[src/rtl/uart_rx.sv]
// Asynchronous 8N1 (optionally 8E1/8O1 via UART_RX_PARITY_EN) serial receiver, LSB first.
// Latency: result pulse 3 cycles after the mid-stop-bit point on uart_rxd (2 sync + 1 register).
// Backpressure: none; each good byte is a one-cycle uart_rx_valid pulse, uart_rx_data held until the next.
module uart_rx #(
   parameter int CLK_HZ       = 50_000_000,
   parameter int BIT_RATE     = 9600,
   parameter int PAYLOAD_BITS = 8,
   parameter int PARITY_ODD   = 0
) (
   input  logic                    clk,
   input  logic                    reset_n,
   input  logic                    uart_rxd,
   input  logic                    uart_rx_en,
   output logic                    uart_rx_valid,
   output logic [PAYLOAD_BITS-1:0] uart_rx_data,
   output logic                    uart_rx_frame_err,
   output logic                    uart_rx_break,
   output logic                    uart_rx_parity_err
);

   localparam int CPB = CLK_HZ / BIT_RATE;
   localparam int CW  = $clog2(CPB);
   localparam int BW  = (PAYLOAD_BITS > 1) ? $clog2(PAYLOAD_BITS) : 1;

   localparam logic [CW-1:0] CNT_LAST  = CW'(CPB - 1);
   localparam logic [CW-1:0] HALF_LAST = CW'(CPB / 2 - 1);
   localparam logic [BW-1:0] BIT_LAST  = BW'(PAYLOAD_BITS - 1);

   // Reject configurations the bit timing cannot resolve.
   if (CPB < 4 || (PARITY_ODD != 0 && PARITY_ODD != 1)) begin : g_cfg_check
      $error("uart_rx: CLK_HZ/BIT_RATE must be >= 4 and PARITY_ODD 0 or 1");
   end

`ifdef UART_RX_PARITY_EN
   typedef enum logic [2:0] {S_IDLE, S_START, S_DATA, S_PARITY, S_STOP} state_t;
   localparam logic PAR_SENSE = 1'(PARITY_ODD);
`else
   typedef enum logic [2:0] {S_IDLE, S_START, S_DATA, S_STOP} state_t;
`endif

   state_t                  state_q, state_d;
   logic                    rxd_meta_q, rxd_s_q, rxd_prev_q;
   logic [CW-1:0]           cnt_q, cnt_d;
   logic [BW-1:0]           bit_q, bit_d;
   logic [PAYLOAD_BITS-1:0] shift_q, shift_d;
   logic [PAYLOAD_BITS-1:0] data_q, data_d;
   logic                    valid_q, valid_d;
   logic                    ferr_q, ferr_d;
   logic                    brk_q, brk_d;
`ifdef UART_RX_PARITY_EN
   logic                    perr_q, perr_d;
   logic                    par_bad_q, par_bad_d;
`endif
   logic                    falling;
   logic                    mid_bit;

   assign falling = rxd_prev_q & ~rxd_s_q;
   assign mid_bit = (cnt_q == CNT_LAST);

   // Two-flop synchroniser plus one delayed copy for start-edge detection; idle-high on reset.
   always_ff @(posedge clk or negedge reset_n) begin
      if (!reset_n) begin
         rxd_meta_q <= 1'b1;
         rxd_s_q    <= 1'b1;
         rxd_prev_q <= 1'b1;
      end else begin
         rxd_meta_q <= uart_rxd;
         rxd_s_q    <= rxd_meta_q;
         rxd_prev_q <= rxd_s_q;
      end
   end

   // Frame state, bit timing and registered result pulses.
   always_ff @(posedge clk or negedge reset_n) begin
      if (!reset_n) begin
         state_q   <= S_IDLE;
         cnt_q     <= '0;
         bit_q     <= '0;
         shift_q   <= '0;
         data_q    <= '0;
         valid_q   <= 1'b0;
         ferr_q    <= 1'b0;
         brk_q     <= 1'b0;
`ifdef UART_RX_PARITY_EN
         perr_q    <= 1'b0;
         par_bad_q <= 1'b0;
`endif
      end else begin
         state_q   <= state_d;
         cnt_q     <= cnt_d;
         bit_q     <= bit_d;
         shift_q   <= shift_d;
         data_q    <= data_d;
         valid_q   <= valid_d;
         ferr_q    <= ferr_d;
         brk_q     <= brk_d;
`ifdef UART_RX_PARITY_EN
         perr_q    <= perr_d;
         par_bad_q <= par_bad_d;
`endif
      end
   end

   // Next-state: walk start/data/(parity)/stop, sampling rxd_s at each bit centre.
   always_comb begin
      state_d   = state_q;
      cnt_d     = cnt_q + 1'b1;
      bit_d     = bit_q;
      shift_d   = shift_q;
      data_d    = data_q;
      valid_d   = 1'b0;
      ferr_d    = 1'b0;
      brk_d     = 1'b0;
`ifdef UART_RX_PARITY_EN
      perr_d    = 1'b0;
      par_bad_d = par_bad_q;
`endif
      case (state_q)
         S_IDLE: begin
            cnt_d = '0;
            bit_d = '0;
`ifdef UART_RX_PARITY_EN
            par_bad_d = 1'b0;
`endif
            // Only a high-to-low transition starts a frame, so a stuck-low line cannot retrigger.
            if (uart_rx_en && falling) begin
               state_d = S_START;
            end
         end
         S_START: begin
            // Half a bit in: still low means a real start bit, high means a glitch.
            if (cnt_q == HALF_LAST) begin
               cnt_d   = '0;
               state_d = rxd_s_q ? S_IDLE : S_DATA;
            end
         end
         S_DATA: begin
            if (mid_bit) begin
               cnt_d   = '0;
               shift_d = {rxd_s_q, shift_q[PAYLOAD_BITS-1:1]};
               if (bit_q == BIT_LAST) begin
                  bit_d = '0;
`ifdef UART_RX_PARITY_EN
                  state_d = S_PARITY;
`else
                  state_d = S_STOP;
`endif
               end else begin
                  bit_d = bit_q + 1'b1;
               end
            end
         end
`ifdef UART_RX_PARITY_EN
         S_PARITY: begin
            if (mid_bit) begin
               cnt_d     = '0;
               par_bad_d = (rxd_s_q != ((^shift_q) ^ PAR_SENSE));
               state_d   = S_STOP;
            end
         end
`endif
         S_STOP: begin
            // Back to IDLE on the sample itself so a start edge late in the stop bit is caught.
            if (mid_bit) begin
               cnt_d   = '0;
               state_d = S_IDLE;
               if (rxd_s_q) begin
`ifdef UART_RX_PARITY_EN
                  if (par_bad_q) begin
                     perr_d = 1'b1;
                  end else begin
                     valid_d = 1'b1;
                     data_d  = shift_q;
                  end
`else
                  valid_d = 1'b1;
                  data_d  = shift_q;
`endif
               end else begin
                  ferr_d = 1'b1;
                  brk_d  = (shift_q == '0);
               end
            end
         end
         default: begin
            state_d = S_IDLE;
            cnt_d   = '0;
         end
      endcase
      // Disabling the receiver abandons any frame silently.
      if (!uart_rx_en) begin
         state_d = S_IDLE;
         cnt_d   = '0;
         bit_d   = '0;
         data_d  = data_q;
         valid_d = 1'b0;
         ferr_d  = 1'b0;
         brk_d   = 1'b0;
`ifdef UART_RX_PARITY_EN
         perr_d  = 1'b0;
`endif
      end
   end

   assign uart_rx_valid     = valid_q;
   assign uart_rx_data      = data_q;
   assign uart_rx_frame_err = ferr_q;
   assign uart_rx_break     = brk_q;
`ifdef UART_RX_PARITY_EN
   assign uart_rx_parity_err = perr_q;
`else
   assign uart_rx_parity_err = 1'b0;
`endif

endmodule

[config.mk]
export PLATFORM = sky130hd
export DESIGN_NAME = uart_rx
export DESIGN_NICKNAME = d
export VERILOG_FILES = /design/src/rtl/uart_rx.sv
export SDC_FILE = /design/constraint.sdc
export NUM_CORES = 1
export LEC_CHECK = 0
export CAP_MARGIN = 20
export CORE_UTILIZATION = 60
export DETAILED_ROUTE_END_ITERATION = 6
export PLACE_DENSITY = 0.9
export SLEW_MARGIN = 30
export SYNTH_ARGS = -nofsm -noshare
export SYNTH_HDL_FRONTEND = slang
export SYNTH_SLANG_ARGS = --single-unit
[constraint.sdc]
create_clock -name clk -period 3.9 [get_ports clk]
set_input_delay 0.585 -clock clk [delete_from_list [all_inputs] [get_ports clk]]
set_output_delay 0.585 -clock clk [all_outputs]
set_load 0.02 [all_outputs]
==> flow_summary.ini, run 1 <==
[run_status]
status = finished with violations
violations = DRC

[drt]
drtAntennaViolNets = 0
dr.pass1.iters = 6
first_iter_violations = 53
via_per_inst = 6.20
drcViolationCount = 2
drt_wl_total_mm = 3.25
wire_per_inst_um = 16.1
vias = 1252

[pwr]
max-vdd-ir-drop_v = 0.000271
p_leak_nw = 0.893
pwr_density_cell_nw_per_um2 = 330

[timing]
worst_slew_pin_slew_ns = 0.831
finalSetupViolations = 0
fin_crit_sh_pct = 62.0
slew_headroom_pct = 44.6
drv_slew = 0
fmax_mhz = 413
fin_tns_setup_ns = 0
final.min_clock_period_ns = 2.42
timing.final.hold_violations = 0
skew_ns = 0.0163
rsz0062_at_grt = no

[cts]
clkSinkCount = 40
hold_buffers = 0
cts_resized = 0
cts_setup_buffers = 0
clkTransAtPathRegs_ns = 0.12
cts_tree = built
htreeDepth = 2
clock_path_buffers = 2
root_buffer = clkbuf_4
cts_buffers = 5
clock_latency_ns = 0.35

[layout]
postLayoutCellArea_um2 = 2050
final_common_cell = dfrtp_1
drive_gt1_share_pct = 17.5
fin_util_pct = 72.4
final_cell_mix = 37 x dfrtp_1, 17 x nor2_1, 13 x clkdlybuf4s50_1, 11 x nand3_1, 9 x xnor2_1
area_growth_pct = 11.1
n_antenna_cell = 0
final_nets = 177
instances_no_fill = 202

[setup_path]
cpMaxStageDelayCell = or3_1
crit_chain = ha_1 > and4b_1 > nand3_1 > or3_1 > mux2_4
crit_fanout = 12
crit_arrival_ns = 2.67
crit_required_ns = 4.15
r2r_slack_ns = 1.48
worstSetupStartpointType = flop
cp_slowest_stage_delay_ns = 0.70
path_class = flop to flop
end_kind = flop

[job]
drv_cap = 0

[synth]
synth-warning-count = 0
synth_flop_cell = dfrtp_1
avgSynthCellArea_um2 = 11.7
ys_seq_elements = 40
synth_nets = 164
yosysSeqAreaShare_pct = 54.5
ys_types = 36
synth-edff-count = 0
synth_area_um2 = 1840
syn_inst = 157
synthArstFlopShare_pct = 100

[placed_design]
gp_routability_congestion = 0.882
place_inst = 194
dp_hpwl_mm = 2.24
port_buffers = 14
postPlaceCellArea_um2 = 1970

[grt]
grt_max_degree = 41
grt_pass1_vias = 1231
grt_pass1_wl_mm = 5.53
grt.overflow.total = 0
groute.usage.overall_pct = 23.0
grt_antenna_before_repair = 0

[floorplanning]
die-area_um2 = 3300
fp.coreArea_um2 = 2830
fp.dieW_um = 57.4
start_util_pct = 65.1
fp-row-count = 19
die_h_um = 57.4
ioPinCount = 16

[hold_path]
hold_path_class = primary input to async pin
-- registers in the layout, indices dropped and copies added, names as in the netlist, 2 cells and up --
name / count
bit_q: 3
state_q: 2
shift_q: 8
cnt_q: 13
uart_rx_data: 8
-- worst max-delay path: cells and delay by family, from the launching register on --
| kind | cells | cell delay, ns |
|---|---|---|
| mux | 1 | 0.38 |
| fa+ha+maj | 1 | 0.27 |
| flops | 1 | 0.40 |
| simple gates | 3 | 1.28 |
-- layer usage --
layer | vias to the layer above | global-route usage (%) | part of all wire, %
met5 | - | 0 | 0
met4 | 0 | 13.6 | 4.0
met2 | 45 | 34.1 | 49
li1 | 581 | - | -
met3 | 13 | 7.03 | 5.2
met1 | 613 | 29.9 | 41
-- synth_stat cells, types with 2 or more instances --
master	instances	area (um^2)
nand2_1	8	30.0
mux2_4	8	120
dfrtp_1	37	926
buf_4	3	22.5
nor2_1	17	63.8
dfstp_2	3	78.8
xnor2_1	9	78.8
nor2b_1	3	18.8
ha_1	3	37.5
nand4_1	6	37.5
a31oi_1	2	12.5
nor4bb_1	3	30.0
nand3_1	11	55.1
o211ai_1	2	15.0
clkbuf_1	2	7.51
nor4_1	4	25.0
inv_1	5	18.8
mux2_2	7	78.8
buf_2	3	15.0
nor3_1	4	20.0
xor2_1	2	17.5
-- metrics by stage --
step           total power [mW]  setup slack, ns  hold WS [ns]
2_1_floorplan             0.437             2.08         0.289
6_report                  0.674             1.48         0.314
3_5_place_dp              0.448             1.41         0.354
3_3_place_gp              0.447             1.49         0.346
5_1_grt                   0.694             1.36         0.371
4_1_cts                   0.677             1.50         0.335
-- cells by family after synthesis --
| kind of cell | share of synthesized area (%) |
|---|---|
| AO/OA/AOI/OAI | 4.14 |
| AND/OR/NAND/NOR | 19.6 |
| flip-flops | 54.5 |
| XOR/XNOR | 5.23 |
| other | 0.203 |
| adder cells (fa/ha/maj) | 2.04 |
| buffers and inverters | 3.46 |
| multiplexers | 10.8 |
-- area by class of cell --
class / count / area [um^2]
clock buffer: 8 / 68.8
fill: 191 / 782
inverter: 5 / 18.8
multi-input combinational: 104 / 781
sequential: 40 / 1000
tap: 31 / 38.8
timing repair buffer: 14 / 135
-- final timing paths --
kind                                        end  cells after the start       start
worst min register to register          rxd_s_q                      0  rxd_meta_q
max in group asynchronous             cnt_q[11]                      1     reset_n
worst max register to register  uart_rx_data[4]                      5    cnt_q[0]
worst max-delay path            uart_rx_data[4]                      5    cnt_q[0]
worst min-delay path            uart_rx_data[3]                      1     reset_n
min in group clk                        rxd_s_q                      0  rxd_meta_q
-- where the power goes --
| group | leakage, nW | switching, mW | internal (mW) |
|---|---|---|---|
| logic | 0.307 | 0.0134 | 0.00467 |
| registers | 0.548 | 0.00338 | 0.419 |
| clock network | 0.0386 | 0.128 | 0.106 |
No activity file was read; power rests on OpenSTA's default activity.
==> inputs of run 2 (changes only) <==
--- a/config.mk
+++ b/config.mk
@@ -6,9 +6,9 @@
 export NUM_CORES = 1
 export LEC_CHECK = 0
 export CAP_MARGIN = 20
-export CORE_UTILIZATION = 60
+export CORE_UTILIZATION = 51
 export DETAILED_ROUTE_END_ITERATION = 6
-export PLACE_DENSITY = 0.9
+export PLACE_DENSITY = 0.83
 export SLEW_MARGIN = 30
 export SYNTH_ARGS = -nofsm -noshare
 export SYNTH_HDL_FRONTEND = slang
==> constraint.sdc (replaced) <==
create_clock -name clk -period 2.2 [get_ports clk]
set_input_delay 0.33 -clock clk [delete_from_list [all_inputs] [get_ports clk]]
set_output_delay 0.33 -clock clk [all_outputs]
set_load 0.02 [all_outputs]
==> flow_summary.ini, run 2 (synthesis results as in run 1) <==
[run_status]
status = finished clean

[setup_path]
worstSetupStartpointType = flop
crit_required_ns = 2.47
crit_fanout = 10
crit_arrival_ns = 2.28
end_kind = flop
path_class = flop to flop

[pwr]
p_sw_mw = 0.257
intPower_mw = 0.878
seqPwrFrac_pct = 65.9
max-vdd-ir-drop_v = 0.000200
p_leak_nw = 0.899
power_frac_clock_pct = 30.9
combPwrFrac_pct = 3.1
p_sw_share_pct = 22.6
pwr_density_cell_nw_per_um2 = 546

[drt]
vias = 1237
dr.pass1.iters = 4
drtAntennaViolNets = 0
wire_per_inst_um = 14.8
first_iter_violations = 73
via_per_inst = 5.62
drcViolationCount = 0
drt_wl_total_mm = 3.25

[grt]
grt_antenna_before_repair = 0
grt.overflow.total = 0
grt_max_degree = 41
groute.usage.overall_pct = 19.4
grt_pass1_wl_mm = 5.73
grt_pass1_vias = 1183

[timing]
skew_ns = 0.00941
fmax_mhz = 496
hold_slack_ns = 0.367
fin_tns_setup_ns = 0
rsz0062_at_grt = no
final.min_clock_period_ns = 2.02
timing.final.hold_violations = 0
drv_slew = 0
slew_headroom_pct = 59.3
finalSetupViolations = 0
fin_crit_sh_pct = 91.6
worst_slew_pin_slew_ns = 0.609

[layout]
instances_no_fill = 220
postLayoutCellArea_um2 = 2080
final_cell_mix = 37 x dfrtp_1, 17 x nor2_1, 13 x clkdlybuf4s50_1, 11 x nand3_1, 9 x xnor2_1
final_common_cell = dfrtp_1
fillers = 252
n_antenna_cell = 0
largest_reg_flops = 13
final_nets = 180
area_growth_pct = 12.8
drive_gt1_share_pct = 18.4
fin_util_pct = 61.4
top_register = cnt_q

[cts]
root_buffer = clkbuf_4
cts_buffers = 5
clock_latency_ns = 0.35
cts_setup_buffers = 0
htreeDepth = 2
clock_path_buffers = 2
clkTransAtPathRegs_ns = 0.12
cts_tree = built
clkSinkCount = 40

[floorplanning]
fp.dieW_um = 62.1
fp.coreArea_um2 = 3390
fp-row-count = 21
ioPinCount = 16
start_util_pct = 54.4
die_h_um = 62.1
die-area_um2 = 3860

[placed_design]
gp_routability_congestion = 0.856
port_buffers = 14
dp_hpwl_mm = 2.28
place_inst = 211
postPlaceCellArea_um2 = 2010

[job]
drv_cap = 0

[hold_path]
hold_path_class = flop to flop
## run 2: timing repair
action                                  CTS  global route
endpoints found under the hold margin     0            37
resized for setup                         1             1
hold buffers                              0             1
endpoints found under the setup margin   13             8
cloned                                    0             0
## run 2: critical path, stage by stage, from the launching register on
cell and delay (ns):
dfrtp_1 0.41, ha_1 0.26, and4b_1 0.24, nand3_1 0.13, buf_4 0.21, or4_1 0.49, a31oi_1 0.19
## run 2: layout make-up
cell class / count / area [um^2] / share of cell area, %
inverter: 5 / 18.8 / 0.903
timing repair buffer: 17 / 163 / 7.82
sequential: 40 / 1000 / 48.3
tap: 46 / 57.6 / 2.77
clock inverter: 1 / 5.00 / 0.241
multi-input combinational: 104 / 786 / 37.8
clock buffer: 7 / 45.0 / 2.17
## run 2: power by group through the flow
stage | registers, mW | clock network, mW | logic [mW]
floorplan | 0.758 | 0 | 0.0162
global placement | 0.762 | 0 | 0.0323
detailed placement | 0.762 | 0 | 0.0343
CTS | 0.748 | 0.358 | 0.0350
global route | 0.750 | 0.397 | 0.0410
finish | 0.748 | 0.351 | 0.0356
## run 2: per-layer routing
metal / wire length [um] / GRT usage, % / vias up
li1: - / - / 589
met1: 1430 / 23.2 / 619
met2: 1670 / 32.8 / 24
met3: 106 / 6.62 / 5
met4: 48 / 6.10 / 0
met5: 0 / 0 / -
## run 2: through the flow
stage | setup WS [ns] | power, mW
floorplan | 0.379 | 0.775
global placement | 0.108 | 0.794
detailed placement | -0.0866 | 0.796
CTS | 0.0549 | 1.14
global route | 0.0355 | 1.19
finish | 0.184 | 1.13
## run 2: path summary, 6_finish.rpt
check                                        to        from  slack (ns)  depth (start not counted)
max in group asynchronous            rxd_prev_q     reset_n        1.36                          2
worst min-delay path                    rxd_s_q  rxd_meta_q        0.37                          0
worst max register to register         bit_q[0]    cnt_q[0]        0.18                          6
min in group asynchronous       uart_rx_data[4]     reset_n        0.48                          2
worst min register to register          rxd_s_q  rxd_meta_q        0.37                          0
worst max-delay path                   bit_q[0]    cnt_q[0]        0.18                          6
==> inputs of run 3 (changes only) <==
--- a/config.mk
+++ b/config.mk
@@ -8,6 +8,7 @@
 export CAP_MARGIN = 20
 export CORE_UTILIZATION = 51
 export DETAILED_ROUTE_END_ITERATION = 6
+export GPL_TIMING_DRIVEN = 0
 export PLACE_DENSITY = 0.83
 export SLEW_MARGIN = 30
 export SYNTH_ARGS = -nofsm -noshare
==> flow_summary.ini, run 3 (synthesis results as in run 1) <==
[drt]
via_per_inst = 5.68
wl_met1_mm = 1.47
wl_met2_mm = 1.69
drtAntennaViolNets = 0
drcViolationCount = 0
top_layer = met4
first_iter_violations = 46
wl_met3_um = 139
dr.pass1.iters = 4
drt_wl_total_mm = 3.37
wire_per_inst_um = 14.8
vias = 1289

[grt]
groute.usage.overall_pct = 20.2
grt_pass1_vias = 1294
grt.overflow.total = 0
grt_pass1_wl_mm = 6.09
grt_antenna_before_repair = 0
grt_max_degree = 30

[pwr]
intPower_mw = 1.06
seqPwrFrac_pct = 56.4
p_leak_nw = 0.947
power_frac_clock_pct = 40.3
combPwrFrac_pct = 3.3
p_sw_mw = 0.262
p_sw_share_pct = 19.8
pwr_density_cell_nw_per_um2 = 610
max-vdd-ir-drop_v = 0.000263

[layout]
fillers = 247
multi_input_area_um2 = 781
postLayoutCellArea_um2 = 2170
area_growth_pct = 17.6
n_antenna_cell = 0
drive_gt1_share_pct = 21.0
regArea_um2 = 1000
top_register = cnt_q
final_cell_mix = 37 x dfrtp_1, 17 x nor2_1, 13 x clkdlybuf4s50_1, 11 x nand3_1, 9 x xnor2_1
final_common_cell = dfrtp_1
fin_util_pct = 63.9
final_nets = 187
largest_reg_flops = 13

[timing]
fin_crit_sh_pct = 93.5
hold_slack_ns = 0.369
final.min_clock_period_ns = 2.06
skew_ns = 0.0147
finalSetupViolations = 0
rsz0062_at_grt = no
timing.final.hold_violations = 0
fmax_mhz = 486
drv_slew = 0

[setup_path]
crit_chain = ha_1 > and4b_1 > nand3_1 > or3_1 > buf_4 > mux2_4
crit_arrival_ns = 2.28
cp_slowest_stage_delay_ns = 0.40
end_kind = flop
reg2reg_depth = 6
path_class = flop to flop
worstSetupStartpointType = flop
crit_required_ns = 2.42
crit_fanout = 9
cpMaxStageDelayCell = dfrtp_1

[floorplanning]
die_h_um = 62.1
fp.dieW_um = 62.1
start_util_pct = 54.4
fp-row-count = 21
die-area_um2 = 3860
ioPinCount = 16
fp.coreArea_um2 = 3390

[placed_design]
port_buffers = 14
postPlaceCellArea_um2 = 2060
gp_routability_congestion = 0.810
dp_hpwl_mm = 2.32

[cts]
clock_path_buffers = 2
cts_buffers = 5
clkSinkCount = 40
htreeDepth = 2
clkTransAtPathRegs_ns = 0.11
cts_tree = built
root_buffer = clkbuf_4
clock_latency_ns = 0.34

[run_status]
status = finished clean

[hold_path]
holdPathStages = 0
hold_path_class = flop to flop

[job]
drv_cap = 0
## run 3: stage by stage
| stage | TNS [ns] | instances | total power [mW] | setup slack [ns] |
|---|---|---|---|---|
| 2_1_floorplan | 0 | 157 | 0.775 | 0.379 |
| 3_3_place_gp | -1.37 | 217 | 0.797 | -0.0384 |
| 3_5_place_dp | 0 | 218 | 0.803 | 0.160 |
| 4_1_cts | 0 | 227 | 1.33 | 0.124 |
| 5_1_grt | 0 | 227 | 1.37 | 0.0497 |
| 6_report | 0 | 227 | 1.32 | 0.142 |
## run 3: repair_timing
item | CTS | global route
hold endpoints to repair | 11 | 0
gates resized for setup | 0 | 1
endpoints found under the setup margin | 0 | 10
hold buffers | 1 | 0
buffers inserted | 0 | 0
## run 3: area by class of cell
type                    instances  area share [%]
inverters                       5           0.866
well taps                      46            2.66
multi-input cells             104            36.0
repair buffers                 16            7.62
clock inverters                 1            1.39
flip-flops and latches         40            46.4
plain buffers                   8            2.08
clock buffers                   7            3.00
## run 3: critical path, delay by kind of cell, from the launching register on
kind | cells | cell delay, ns
adders and majority gates | 1 | 0.26
buffers and inverters | 1 | 0.21
DFF | 1 | 0.40
muxes | 1 | 0.32
and+or+nand+nor | 3 | 0.76
## run 3: path summary, 6_finish.rpt
| kind | startpoint | endpoint | slack, ns |
|---|---|---|---|
| worst max-delay path | cnt_q[0] | uart_rx_data[6] | 0.14 |
| worst min-delay path | rxd_meta_q | rxd_s_q | 0.37 |
| worst max register to register | cnt_q[0] | uart_rx_data[6] | 0.14 |
| worst min register to register | rxd_meta_q | rxd_s_q | 0.37 |
| max in group asynchronous | reset_n | rxd_prev_q | 1.29 |
| min in group asynchronous | reset_n | bit_q[2] | 0.40 |
## run 3: power groups by stage
stage	clock, mW	sequential, mW	combinational [mW]
finish	0.532	0.745	0.0442
global route	0.576	0.747	0.0505
CTS	0.541	0.746	0.0449
detailed placement	0	0.759	0.0434
global placement	0	0.759	0.0383
floorplan	0	0.758	0.0162
## run 3: per-layer routing
metal  track usage (%)  up-vias
li1                  -      600
met1              25.2      648
met2              33.8       31
met3              5.33       10
met4              7.56        0
met5                 0        -
